<file path="config.mk">
export PLATFORM = sky130hd
export DESIGN_NAME = period_to_freq_flat
export DESIGN_NICKNAME = d
export VERILOG_FILES = /design/src/rtl/period_to_freq_pkg.sv /design/src/rtl/period_to_freq_if.sv /design/src/rtl/period_to_freq_seq_div_core.sv /design/src/rtl/period_to_freq.sv /design/src/flat_wrapper.sv
export SDC_FILE = /design/constraint.sdc
export NUM_CORES = 1
export LEC_CHECK = 0
export CAP_MARGIN = 20
export CORE_AREA = 2 2 87 89
export CTS_CLUSTER_DIAMETER = 50
export DETAILED_ROUTE_END_ITERATION = 10
export DIE_AREA = 0 0 89 91
export HOLD_SLACK_MARGIN = 0.1
export PLACE_DENSITY = 0.75
export SLEW_MARGIN = 20
export SYNTH_ARGS = -nofsm -noshare
export SYNTH_HDL_FRONTEND = slang
export SYNTH_HIERARCHICAL = 1
export SYNTH_SLANG_ARGS = --single-unit
</file>
<file path="constraint.sdc">
create_clock -name clk -period 6.3 [get_ports clk]
set_input_delay 0.63 -clock clk [delete_from_list [all_inputs] [get_ports clk]]
set_output_delay 0.63 -clock clk [all_outputs]
set_load 0.005 [all_outputs]
</file>
<file path="src/rtl/period_to_freq_pkg.sv">
// Shared widths, constants and FSM encoding for the period-to-frequency converter.
package period_to_freq_pkg;

  localparam int unsigned DVND   = 1_000_000;
  localparam int unsigned W_DVSR = 10;
  localparam int unsigned W_QUO  = 20;
  localparam int unsigned W_ITER = $clog2(W_QUO + 1);
  localparam int unsigned W_REM  = W_DVSR + 1;

  typedef enum logic [1:0] {
    IDLE = 2'd0,
    OP   = 2'd1,
    DONE = 2'd2
  } state_t;

endpackage

</file>
<file path="src/rtl/period_to_freq_if.sv">
// Period-in / frequency-out handshake between the measurement stage and the display stage.
interface period_to_freq_if;
  import period_to_freq_pkg::*;

  logic              prd_tick;
  logic [W_DVSR-1:0] prd;
  logic              ready;
  logic [W_QUO-1:0]  freq;
  logic              freq_tick;
  logic              div_zero;

  modport master (
    output prd_tick, prd,
    input  ready, freq, freq_tick, div_zero
  );

  modport slave (
    input  prd_tick, prd,
    output ready, freq, freq_tick, div_zero
  );
endinterface

</file>
<file path="src/rtl/period_to_freq_seq_div_core.sv">
// Restoring divider datapath: DVND / divisor, one quotient bit per enabled cycle.
module seq_div_core
  import period_to_freq_pkg::*;
(
  input  logic              clk,
  input  logic              reset,
  input  logic              load,
  input  logic              en,
  input  logic [W_DVSR-1:0] dvsr_in,
  output logic              last_c,
  output logic [W_QUO-1:0]  quo_c
);

  logic [W_DVSR-1:0] dvsr;
  logic [W_REM-1:0]  rem;
  logic [W_QUO-1:0]  dvnd;
  logic [W_ITER-1:0] iter;

  logic [W_REM:0]    rem_sh;
  logic              ge;
  logic [W_REM-1:0]  rem_nx;

  // dvnd shifts out dividend bits at the top and collects quotient bits at the bottom
  always_comb begin
    rem_sh = {rem, dvnd[W_QUO-1]};
    ge     = rem_sh >= (W_REM+1)'(dvsr);
    rem_nx = ge ? W_REM'(rem_sh - (W_REM+1)'(dvsr)) : W_REM'(rem_sh);
    quo_c  = {dvnd[W_QUO-2:0], ge};
    last_c = (iter == W_ITER'(1));
  end

  always_ff @(posedge clk) begin
    if (reset) begin
      dvsr <= '0;
      rem  <= '0;
      dvnd <= '0;
      iter <= '0;
    end else if (load) begin
      dvsr <= dvsr_in;
      rem  <= '0;
      dvnd <= W_QUO'(DVND);
      iter <= W_ITER'(W_QUO);
    end else if (en) begin
      rem  <= rem_nx;
      dvnd <= quo_c;
      iter <= iter - W_ITER'(1);
    end
  end

endmodule

</file>
<file path="src/rtl/period_to_freq.sv">
// Converts a ms period into a mHz frequency; control FSM and registered result outputs.
module period_to_freq
  import period_to_freq_pkg::*;
(
  input  logic              clk,
  input  logic              reset,
  period_to_freq_if.slave   bus
);

  state_t           state;
  logic             ready_q;
  logic [W_QUO-1:0] freq_q;
  logic             freq_tick_q;
  logic             div_zero_q;

  logic             load_c;
  logic             en_c;
  logic             last_c;
  logic [W_QUO-1:0] quo_c;

  assign load_c = (state == IDLE) && bus.prd_tick && (bus.prd != '0);
  assign en_c   = (state == OP);

  seq_div_core u_div (
    .clk     (clk),
    .reset   (reset),
    .load    (load_c),
    .en      (en_c),
    .dvsr_in (bus.prd),
    .last_c  (last_c),
    .quo_c   (quo_c)
  );

  // Result registers move only on the edge that enters DONE
  always_ff @(posedge clk) begin
    if (reset) begin
      state       <= IDLE;
      ready_q     <= 1'b1;
      freq_q      <= '0;
      freq_tick_q <= 1'b0;
      div_zero_q  <= 1'b0;
    end else begin
      freq_tick_q <= 1'b0;
      case (state)
        IDLE: begin
          if (bus.prd_tick) begin
            ready_q <= 1'b0;
            if (bus.prd == '0) begin
              state       <= DONE;
              freq_q      <= '1;
              div_zero_q  <= 1'b1;
              freq_tick_q <= 1'b1;
            end else begin
              state <= OP;
            end
          end
        end
        OP: begin
          if (last_c) begin
            state       <= DONE;
            freq_q      <= quo_c;
            div_zero_q  <= 1'b0;
            freq_tick_q <= 1'b1;
          end
        end
        DONE: begin
          state   <= IDLE;
          ready_q <= 1'b1;
        end
        default: begin
          state   <= IDLE;
          ready_q <= 1'b1;
        end
      endcase
    end
  end

  assign bus.ready     = ready_q;
  assign bus.freq      = freq_q;
  assign bus.freq_tick = freq_tick_q;
  assign bus.div_zero  = div_zero_q;

endmodule

</file>
<file path="src/flat_wrapper.sv">
// flat-port wrapper written by rule: the top's interface ports become plain ports
module period_to_freq_flat import period_to_freq_pkg::*;
  (clk, reset, bus_prd_tick, bus_prd, bus_ready, bus_freq, bus_freq_tick, bus_div_zero);
  period_to_freq_if bus_i ();
  input  logic clk;
  input  logic reset;
  input wire logic [$bits(bus_i.prd_tick)-1:0] bus_prd_tick;
  input wire logic [$bits(bus_i.prd)-1:0] bus_prd;
  output wire logic [$bits(bus_i.ready)-1:0] bus_ready;
  output wire logic [$bits(bus_i.freq)-1:0] bus_freq;
  output wire logic [$bits(bus_i.freq_tick)-1:0] bus_freq_tick;
  output wire logic [$bits(bus_i.div_zero)-1:0] bus_div_zero;
  assign bus_i.prd_tick = bus_prd_tick;
  assign bus_i.prd = bus_prd;
  assign bus_ready = bus_i.ready;
  assign bus_freq = bus_i.freq;
  assign bus_freq_tick = bus_i.freq_tick;
  assign bus_div_zero = bus_i.div_zero;
  period_to_freq u_core (.clk(clk), .reset(reset), .bus(bus_i));
endmodule
</file>
Word level (Yosys, flattened, before mapping)
Index checks and enable logic that the tools add are counted.
{"block": "classes", "n_lt_le_gt_ge": 1, "n_div": 0, "add_sub_neg": 2, "muxes": 23, "reduce_logical": 11, "multipliers": 0, "n_eq_ne": 5, "shift": 0, "n_bitwise": 1}
{"cell": "$mux 20", "count": 5}
{"cell": "$pmux 20 s2", "count": 1}
{"cell": "$ge 12x10->1", "count": 1}
{"cell": "$mux 11", "count": 1}
{"cell": "$sub 11x10->11", "count": 1}
{"cell": "$logic_not 10->1", "count": 1}
{"cell": "$mux 5", "count": 2}
{"cell": "$reduce_bool 10->1", "count": 1}
{"cell": "$mux 1", "count": 7}
{"cell": "$mux 2", "count": 3}
{"cell": "$ne 2x2->1 const B", "count": 3}
{"cell": "$pmux 1 s2", "count": 3}
{"cell": "$eq 5x1->1 const B", "count": 1}
{"cell": "$sub 5x1->5 const B", "count": 1}
{"cell": "$pmux 2 s2", "count": 1}
{"cell": "$reduce_and 2->1", "count": 2}
{"cell": "$reduce_and 4->1", "count": 1}
{"cell": "$reduce_bool 2->1", "count": 2}
{"cell": "$eq 2x1->1 const B", "count": 1}
{"cell": "$logic_and 1x1->1", "count": 2}
{"cell": "$logic_not 2->1", "count": 1}
{"cell": "$reduce_or 2->1", "count": 1}
{"cell": "$not 1->1", "count": 1}
{"block": "word_totals", "elab_cells": 54, "ram_bits": 0, "latch_bits": 0, "memories": 0, "regBits": 71, "romBits": 0, "out_inout_bits": 23, "in_bits": 13}

Logic depth before layout (Yosys ltp)
Gate-level depths: netlist (run 1).
{"block": "depth", "ltp_word": 4, "depth_mapped": 10, "depth_no_buf": 9}

By module
The synthesis (run 1) kept the hierarchy.
{"mod": "seq_div_core", "area_per_inst_um2": 2603.7, "seq_area_each_um2": 920.9, "n_inst": 1, "cells_each": 305}
{"mod": "period_to_freq", "area_per_inst_um2": 1207.4, "seq_area_each_um2": 500.5, "n_inst": 1, "cells_each": 113}

Least setup slack after synthesis (run 1)
No wires, ideal clock.
{"block": "synth_path", "path_kind": "input to register", "from": "input bus_prd_tick", "to": "register u_core.u_div.dvsr[1]", "path_slack_ns": 3.915, "path_buffers": 2, "required_ns": 6.172, "arrival_time_ns": 2.258, "setup_ns": 0.128, "path_stages": 6, "cell_sequence": "or3b_1 -> a31oi_1 -> buf_1 -> clkbuf_1 -> mux2i_1 -> nor2_1"}
{"block": "synth_via", "elab_chain_cells": 2}
{"item": "start: declaration", "line_no": "flat_wrapper.sv:7", "source": "input wire logic [$bits(bus_i.prd_tick)-1:0] bus_prd_tick;"}
{"item": "$logic_and 1x1->1 (2 in a row)", "line_no": "period_to_freq.sv:21", "source": "assign load_c = (state == IDLE) && bus.prd_tick && (bus.prd != '0);"}
{"item": "via u_core.load_c", "line_no": "period_to_freq.sv:16", "source": "logic load_c;"}
{"item": "end signal: assignment", "line_no": "period_to_freq_seq_div_core.sv:39", "source": "dvsr <= dvsr_in;"}
{"item": "end: declaration", "line_no": "period_to_freq_seq_div_core.sv:14", "source": "logic [W_DVSR-1:0] dvsr;"}
The timed path passes the listed nets, and every way through them passes these cells.
A chain may end at the register's enable or synchronous reset.

Final worst setup path (run 1)
{"block": "layout_path", "from": "input bus_prd[7]", "to": "register u_core.u_div.rem[5]"}
{"block": "layout_via", "elab_chain_cells": 3}
{"item": "start: declaration", "line_no": "flat_wrapper.sv:8", "source": "input wire logic [$bits(bus_i.prd)-1:0] bus_prd;"}
{"item": "$reduce_bool 10->1", "line_no": "period_to_freq.sv:21"}
{"item": "$logic_and 1x1->1", "line_no": "period_to_freq.sv:21"}
{"item": "via u_core.load_c", "line_no": "period_to_freq.sv:16"}
{"item": "$reduce_or 2->1 (no source line)"}
{"item": "end signal: assignment", "line_no": "period_to_freq_seq_div_core.sv:44", "source": "rem <= rem_nx;"}
{"item": "end: declaration", "line_no": "period_to_freq_seq_div_core.sv:15", "source": "logic [W_REM-1:0] rem;"}
The timed path passes the listed nets, and every way through them passes these cells.

==> results by group, run 1 <==
CTS
  • Clk_lat worst skew: 0.34 ns
  • CTS tree: done
  • CTS Hold Bufs: 0
  • Clock buffer depth: 2
  • H-tree Lvls: 3
  • Clk slew on worst S/H paths: 0.06 ns
  • Setup Buffers After CTS: 0
  • Post-cts repair resize count: 0
  • CTS Sinks: 71
  • Clk Tree Root Cell: clkbuf_8
  • Num CTS Buffers: 9

Cells and area
  • Share of layout cells above drive strength 1: 7.78%
  • Util after Layout: 58.4%
  • P&R area growth vs syn: 9.42%
  • Final antenna diode count: 0
  • Nets: 445

Global routing
  • First-pass GRT wire length: 12800 um
  • Antenna violations before repair: 0
  • Overflow left after global routing: 0
  • Vias in the first global route: 2783
  • Total Routing Usage GR: 19.7%
  • Largest net degree at the start of global routing: 67

STA
  • Pins Over Slew Limit: 0
  • RSZ-0062 raised after global routing: false
  • Post-route minimum period: 2.85 ns
  • Clock skew: 0.0101 ns
  • Endpoints failing setup: 0
  • Relative slew margins: 34.3%
  • Setup TNS: 0 ns
  • Worst slew pin tran: 0.985 ns
  • Period utilisation layout: 45.3%
  • F_max: 0.350 GHz
  • Final hold viol count: 0

Synth
  • Synth Flop Type: dfxtp_1
  • Top cells by area, synth: dfxtp_1 (37%), mux2i_1 (12%), buf_4 (4.7%)
  • Avg Inst Size Synth: 9.12 um2
  • Commonest cells post-synth: dfxtp_1 (71), nor2_1 (48), mux2i_1 (45)
  • Count of cell types in the netlist: 57
  • Post-synth EDFFs: 0
  • Synthesized area: 0.00381 mm2
  • Seq/Total Area, Yosys: 37.3%
  • Post-Syn Nets: 444
  • Cells after Synth: 418
  • Syn. warnings: 6
  • Seq cells post-synth: 71
  • Most common cell in the netlist: dfxtp_1
  • Ys async rst share: 0%
  • Yosys top cell by area: dfxtp_1
  • Post-synth top area share: 37.3%

Floorplan
  • Std cell rows: 31
  • Placeable Area: 0.00714 mm2
  • Die area: 0.00810 mm2
  • Die Y: 91 um
  • Initial Utilization: 53.4%
  • I/O pin count: 36
  • DIE WIDTH: 89 um

Worst hold path
  • Worst hold path type: reg -> reg

Drt
  • DR DRC count: 0
  • DR iter-0 viols: 190
  • Drt pass-1 iters: 4
  • Final WL: 7440 um
  • Post-route ant nets: 0
  • Total number of vias: 2888
  • Via density per instance: 5.52
  • WL/cell: 14.2 um

Worst setup path
  • Crit start category: input port
  • Worst r2r dst: u_core/u_div/rem[5]
  • R2r startpoint: u_core/u_div/dvnd[19]
  • Setup crit end: u_core/u_div/rem[5]
  • Worst Setup SP: bus_prd[7]
  • WS Path Type: in -> reg
  • Crit path DAT: 3.13 ns
  • Worst r2r path cells: 9
  • Critical path fanouts, max: 16
  • CP required: 6.57 ns
  • Internal reg-to-reg setup slack: 3.70 ns
  • CP endpoint kind: flop

Place
  • Placer Congestion: 0.899
  • Post-DP HPWL: 5020 um
  • I/O Buffers: 35

Pwr
  • VDD IR max: 0.124 mV
  • Pwr Density: 258 mW/mm2
  • Lkg Pwr: 1.58 nW

Run status
  • Status: finished clean

Run
  • Number of maximum-capacitance violations: 0
[power by group]
| group | total, W | internal (W) | leakage (nW) | switching (W) |
|---|---|---|---|---|
| sequential | 0.000488 | 0.000471 | 0.578 | 0.0000169 |
| combinational | 0.000274 | 0.000113 | 0.916 | 0.000161 |
| clock | 0.000314 | 0.000153 | 0.0874 | 0.000161 |
[placed cells by master, fill, tap and decap left out, drive strengths merged, types with 2 or more instances in the layout]
cell and count:
nand4 6, nor3 7, o2111ai 2, ha 12
clkinv 3, nor4b 2, a2111oi 2, nor2b 9
nand4b 3, clkbuf 13, nand3b 3, a31oi 7
nand2b 25, inv 18, and3 3, a31o 2
xnor2 3, mux2i 45, a21oi 10, nor2 49
xor2 2, clkdlybuf4s50 34, nand3 9, dfxtp 71
o31ai 3, o21bai 20, a211oi 15, buf 3
nand2 14, o21ai 9, nor4 5
[cells by family (layout without fill, tap and decap cells)]
kind of cell | Yosys count | in the layout | share of synthesized area (%)
buffers and inverters | 65 | 71 | 9.62
and+or+nand+nor | 141 | 141 | 20.7
muxes | 46 | 46 | 12.1
AOI/OAI and AO/OA | 77 | 77 | 14.6
DFF | 71 | 71 | 37.3
adders and majority gates | 13 | 13 | 4.46
xor gates and xnor gates | 5 | 5 | 1.15
[stage by stage]
step | area, um2 | total power, W | hold WS [ns] | instances | setup slack, ns
CTS | 4170 | 0.00108 | 0.470 | 523 | 3.45
detailed placement | 4000 | 0.000768 | 0.454 | 507 | 3.10
floorplan | 3810 | 0.000715 | 0.453 | 418 | 3.91
global placement | 4000 | 0.000761 | 0.444 | 507 | 3.17
finish | 4170 | 0.00108 | 0.471 | 523 | 3.45
global route | 4170 | 0.00113 | 0.482 | 523 | 3.32
[worst min-delay path by stage]
stage / start / end / slack, ns / cells after the start
final: u_core/bus.div_zero / u_core/bus.div_zero / 0.47 / 2
after global routing: u_core/bus.div_zero / u_core/bus.div_zero / 0.48 / 2
after CTS: u_core/bus.div_zero / u_core/bus.div_zero / 0.47 / 2
after detailed placement: u_core/bus.div_zero / u_core/bus.div_zero / 0.45 / 2
after global placement: u_core/bus.ready / u_core/bus.ready / 0.44 / 1
after floorplan: u_core/bus.div_zero / u_core/bus.div_zero / 0.45 / 2
[critical path, stage by stage]
cell and delay, ns:
clkdlybuf4s50_1 0.46, nor4_4 0.40, a31oi_2 0.15, nor2_1 0.74, nand2_1 0.15, or4b_1 0.51
nand3_1 0.08
[area by class of cell]
class                           instances  area [um2]
Inverter                               18        67.6
Sequential cell                        71        1420
Multi-Input combinational cell        282        2030
Clock inverter                          3        18.8
Tap cell                               99         124
Fill cell                             649        2970
Clock buffer                           13         149
Timing Repair Buffer                   37         360
[per-layer routing]
layer	up-vias	routed length, um	part of all wire (%)	GRT usage, %
li1	1450	-	-	-
met1	1360	3430	46	26.3
met2	66	3490	47	30.7
met3	12	362	4.9	4.09
met4	0	148	2.0	8.33
met5	-	0	0	0
[registers in the layout (all words and copies together) (netlist names)]
signal and count:
u_core/bus.div_zero 1, u_core/bus.freq_tick 1, u_core/bus.ready 1, u_core/u_div/dvsr 10, u_core/state 2, u_core/u_div/rem 11, u_core/u_div/iter 5, u_core/bus.freq 20
u_core/u_div/dvnd 20
(Power assumes the default switching activity.)
==> inputs of run 2 (changes only) <==
- CORE_AREA: 2 2 87 89 -> 2 2 89 91
- DIE_AREA: 0 0 89 91 -> 0 0 91 93
- clock period: 6.3 -> 2.4 ns (I/O delays scaled with it)
==> run 2 against run 1 <==
Design area is 4.4% higher. First-iteration DRC count rose by 7.9%. Total power grew to 3.0 times the previous value. Utilization is 0.60 points lower. Sequential share of layout area shrank 1.4 points. Via count increased by 2.1%. Non-clock buffer count rose by 11. Clock skew is 0.0040 ns lower. Count of clock-buffer cells in the layout is 1 lower. Routed wire length is 6.3% higher. Combinational power rose to 2.8 times the previous value. Critical path type is now reg -> reg. Critical endpoint is now u_core/bus.freq[0]. Largest cell class unchanged. Largest power group unchanged.
==> results by group, run 2 (same netlist as run 1, synthesis figures left out) <==
Drt
  • DR DRC count: 0 (unchanged)
  • Via density per instance: 5.49 (-0.58%)
  • Post-route ant nets: 0 (unchanged)
  • Final WL: 7910 um (+6.3%)
  • Total number of vias: 2948 (+2.1%)
  • WL/cell: 14.7 um (+3.6%)
  • Drt pass-1 iters: 4 (unchanged)
  • DR iter-0 viols: 205 (+7.9%)

Global routing
  • Antenna violations before repair: 0 (unchanged)
  • Vias in the first global route: 2793 (+0.36%)
  • Largest net degree at the start of global routing: 49 (-27%)
  • First-pass GRT wire length: 13300 um (+4.4%)
  • Total Routing Usage GR: 19.6% (-0.13 points)
  • Overflow left after global routing: 0 (unchanged)

Worst setup path
  • WS Path Type: reg -> reg
  • Worst r2r dst: u_core/bus.freq[0]
  • Worst r2r path cells: 8 (-1)
  • CP required: 2.61 ns (-3.96 ns)
  • CP endpoint kind: flop
  • Internal reg-to-reg setup slack: 0.17 ns (-3.53 ns)
  • Cell mode on critical path: inv_1
  • Crit-path cells: inv_1 -> ha_1 -> a21oi_1 -> o22ai_1 -> a211oi_2 -> inv_1 -> o21bai_1 -> mux2i_1
  • Crit path DAT: 2.44 ns (-0.69 ns)
  • Max stage delay on crit path: 0.38 ns (-0.36 ns)
  • CP bufs+invs: 2 (+1)
  • Crit path max-delay cell type: ha_1
  • Crit path max-delay family: compound AO/OA/AOI/OAI gates
  • Crit start category: flop
  • Critical path fanouts, max: 7 (-9)
  • R2r startpoint: u_core/u_div/dvsr[7]

CTS
  • CTS Hold Bufs: 0 (unchanged)
  • Post-cts repair resize count: 0 (unchanged)
  • Clk_lat worst skew: 0.34 ns (about the same)
  • CTS Sinks: 71 (unchanged)
  • Setup Buffers After CTS: 0 (unchanged)
  • Num CTS Buffers: 9 (unchanged)
  • Clk slew on worst S/H paths: 0.07 ns (about the same)
  • CTS tree: done
  • H-tree Lvls: 3 (unchanged)
  • Clk Tree Root Cell: clkbuf_8
  • Clock buffer depth: 2 (unchanged)

Place
  • I/O Buffers: 35 (unchanged)
  • Placer Congestion: 0.893 (-0.67%)
  • Post-DP HPWL: 5420 um (+8.0%)
  • Number of instances in the placed design: 521 (+2.8%)

Run
  • Number of maximum-capacitance violations: 0 (unchanged)

STA
  • Pins Over Slew Limit: 0 (unchanged)
  • Final hold viol count: 0 (unchanged)
  • Post-route minimum period: 2.23 ns
  • Clock skew: 0.00617 ns (-0.00395 ns)
  • RSZ-0062 raised after global routing: false
  • Endpoints failing setup: 0 (unchanged)
  • Relative slew margins: 68.6% (+34 points)
  • Worst slew pin tran: 0.459 ns (-0.526 ns)
  • Period utilisation layout: 92.8%
  • Setup TNS: 0 ns (unchanged)
  • F_max: 0.449 GHz

Worst hold path
  • Hold Crit Depth: 2 (unchanged)
  • Hold path startpoint: reset
  • Worst hold path type: in -> reg
  • Hold path endpoint: u_core/u_div/dvsr[5]

Cells and area
  • Filler cell count: 702 (+8.2%)
  • Commonest non-fill, non-tap cells in the layout: dfxtp_1 (71), nor2_1 (48), mux2i_1 (45)
  • Final antenna diode count: 0 (unchanged)
  • Share of layout cells above drive strength 1: 10.8% (+3.0 points)
  • Cell Count, Final, Fillers Out: 537 (+2.7%)
  • P&R area growth vs syn: 14.2%
  • Nets: 456 (+2.5%)
  • Most common cell after layout, fill and taps aside: dfxtp_1

Pwr
  • VDD IR max: 0.415 mV (+240%)
  • Lkg Pwr: 1.68 nW (+6.2%)
  • Pwr Density: 752 mW/mm2 (+190%)

Run status
  • Status: finished clean

Floorplan
  • Initial Utilization: 50.6% (-2.8 points)
  • Die Y: 93 um (+2.2%)
  • DIE WIDTH: 91 um (+2.2%)
  • I/O pin count: 36 (unchanged)
  • Placeable Area: 0.00753 mm2 (+5.5%)
  • Std cell rows: 32 (+3.2%)
  • Die area: 0.00846 mm2 (+4.5%)
## run 2: cell count changes in the layout (fill, tap and decap cells not counted), sizes merged
| cell | before | now |
|---|---|---|
| clkbuf | 13 | 12 |
| buf | 3 | 14 |
| inv | 18 | 19 |
| clkinv | 3 | 0 |
| bufinv | 0 | 3 |
## run 2: worst max-delay path by stage
stage                         start  slack (ns)             endpoint  cells after the start
6_report       u_core/u_div/dvsr[7]        0.17   u_core/bus.freq[0]                      8
5_1_grt        u_core/u_div/dvsr[7]        0.02   u_core/bus.freq[0]                      8
4_1_cts        u_core/u_div/dvsr[6]        0.18  u_core/u_div/rem[5]                      7
3_5_place_dp             bus_prd[9]        0.16  u_core/u_div/rem[0]                      6
3_3_place_gp             bus_prd[9]        0.20  u_core/u_div/rem[0]                      6
2_1_floorplan  u_core/u_div/dvsr[9]        0.28   u_core/bus.freq[0]                      9
## run 2: power breakdown
| part | switching (W) | internal (W) |
|---|---|---|
| logic | 0.000434 | 0.000329 |
| clock network | 0.000451 | 0.000780 |
| registers | 0.0000450 | 0.00124 |
## run 2: through the flow
step / power, W / instance area, um2 / hold WS [ns] / setup WS (ns) / util [%]
6_report: 0.00327 / 4350 / 0.286 / 0.173 / 57.8
5_1_grt: 0.00342 / 4350 / 0.288 / 0.0195 / 57.8
4_1_cts: 0.00328 / 4350 / 0.276 / 0.176 / 57.8
3_5_place_dp: 0.00205 / 4090 / 0.450 / 0.161 / 54.3
3_3_place_gp: 0.00204 / 4090 / 0.445 / 0.199 / 54.3
2_1_floorplan: 0.00188 / 3810 / 0.387 / 0.276 / -
## run 2: routing by layer
metal	part of all wire [%]	GRT usage [%]
met1	48	25.2
met2	47	32.5
met4	2.4	9.34
met3	3.1	2.74
met5	0	0
## run 2: area by class of cell
class,instances,area (um2),area share (%)
clock buffer,12,165,3.79
clock inverter,4,98.8,2.27
inverter,18,67.6,1.55
multi-input combinational,282,2030,46.6
sequential,71,1420,32.7
tap,102,128,2.93
timing repair buffer,48,443,10.2
## run 2: worst register-to-register path: cells and delay by family (launching register included)
family / cells / cell delay [ns]
buffers and inverters: 2 / 0.24
AO/OA/AOI/OAI: 4 / 1.05
multiplexers: 1 / 0.09
flip-flops: 1 / 0.35
adder cells (fa/ha/maj): 1 / 0.38
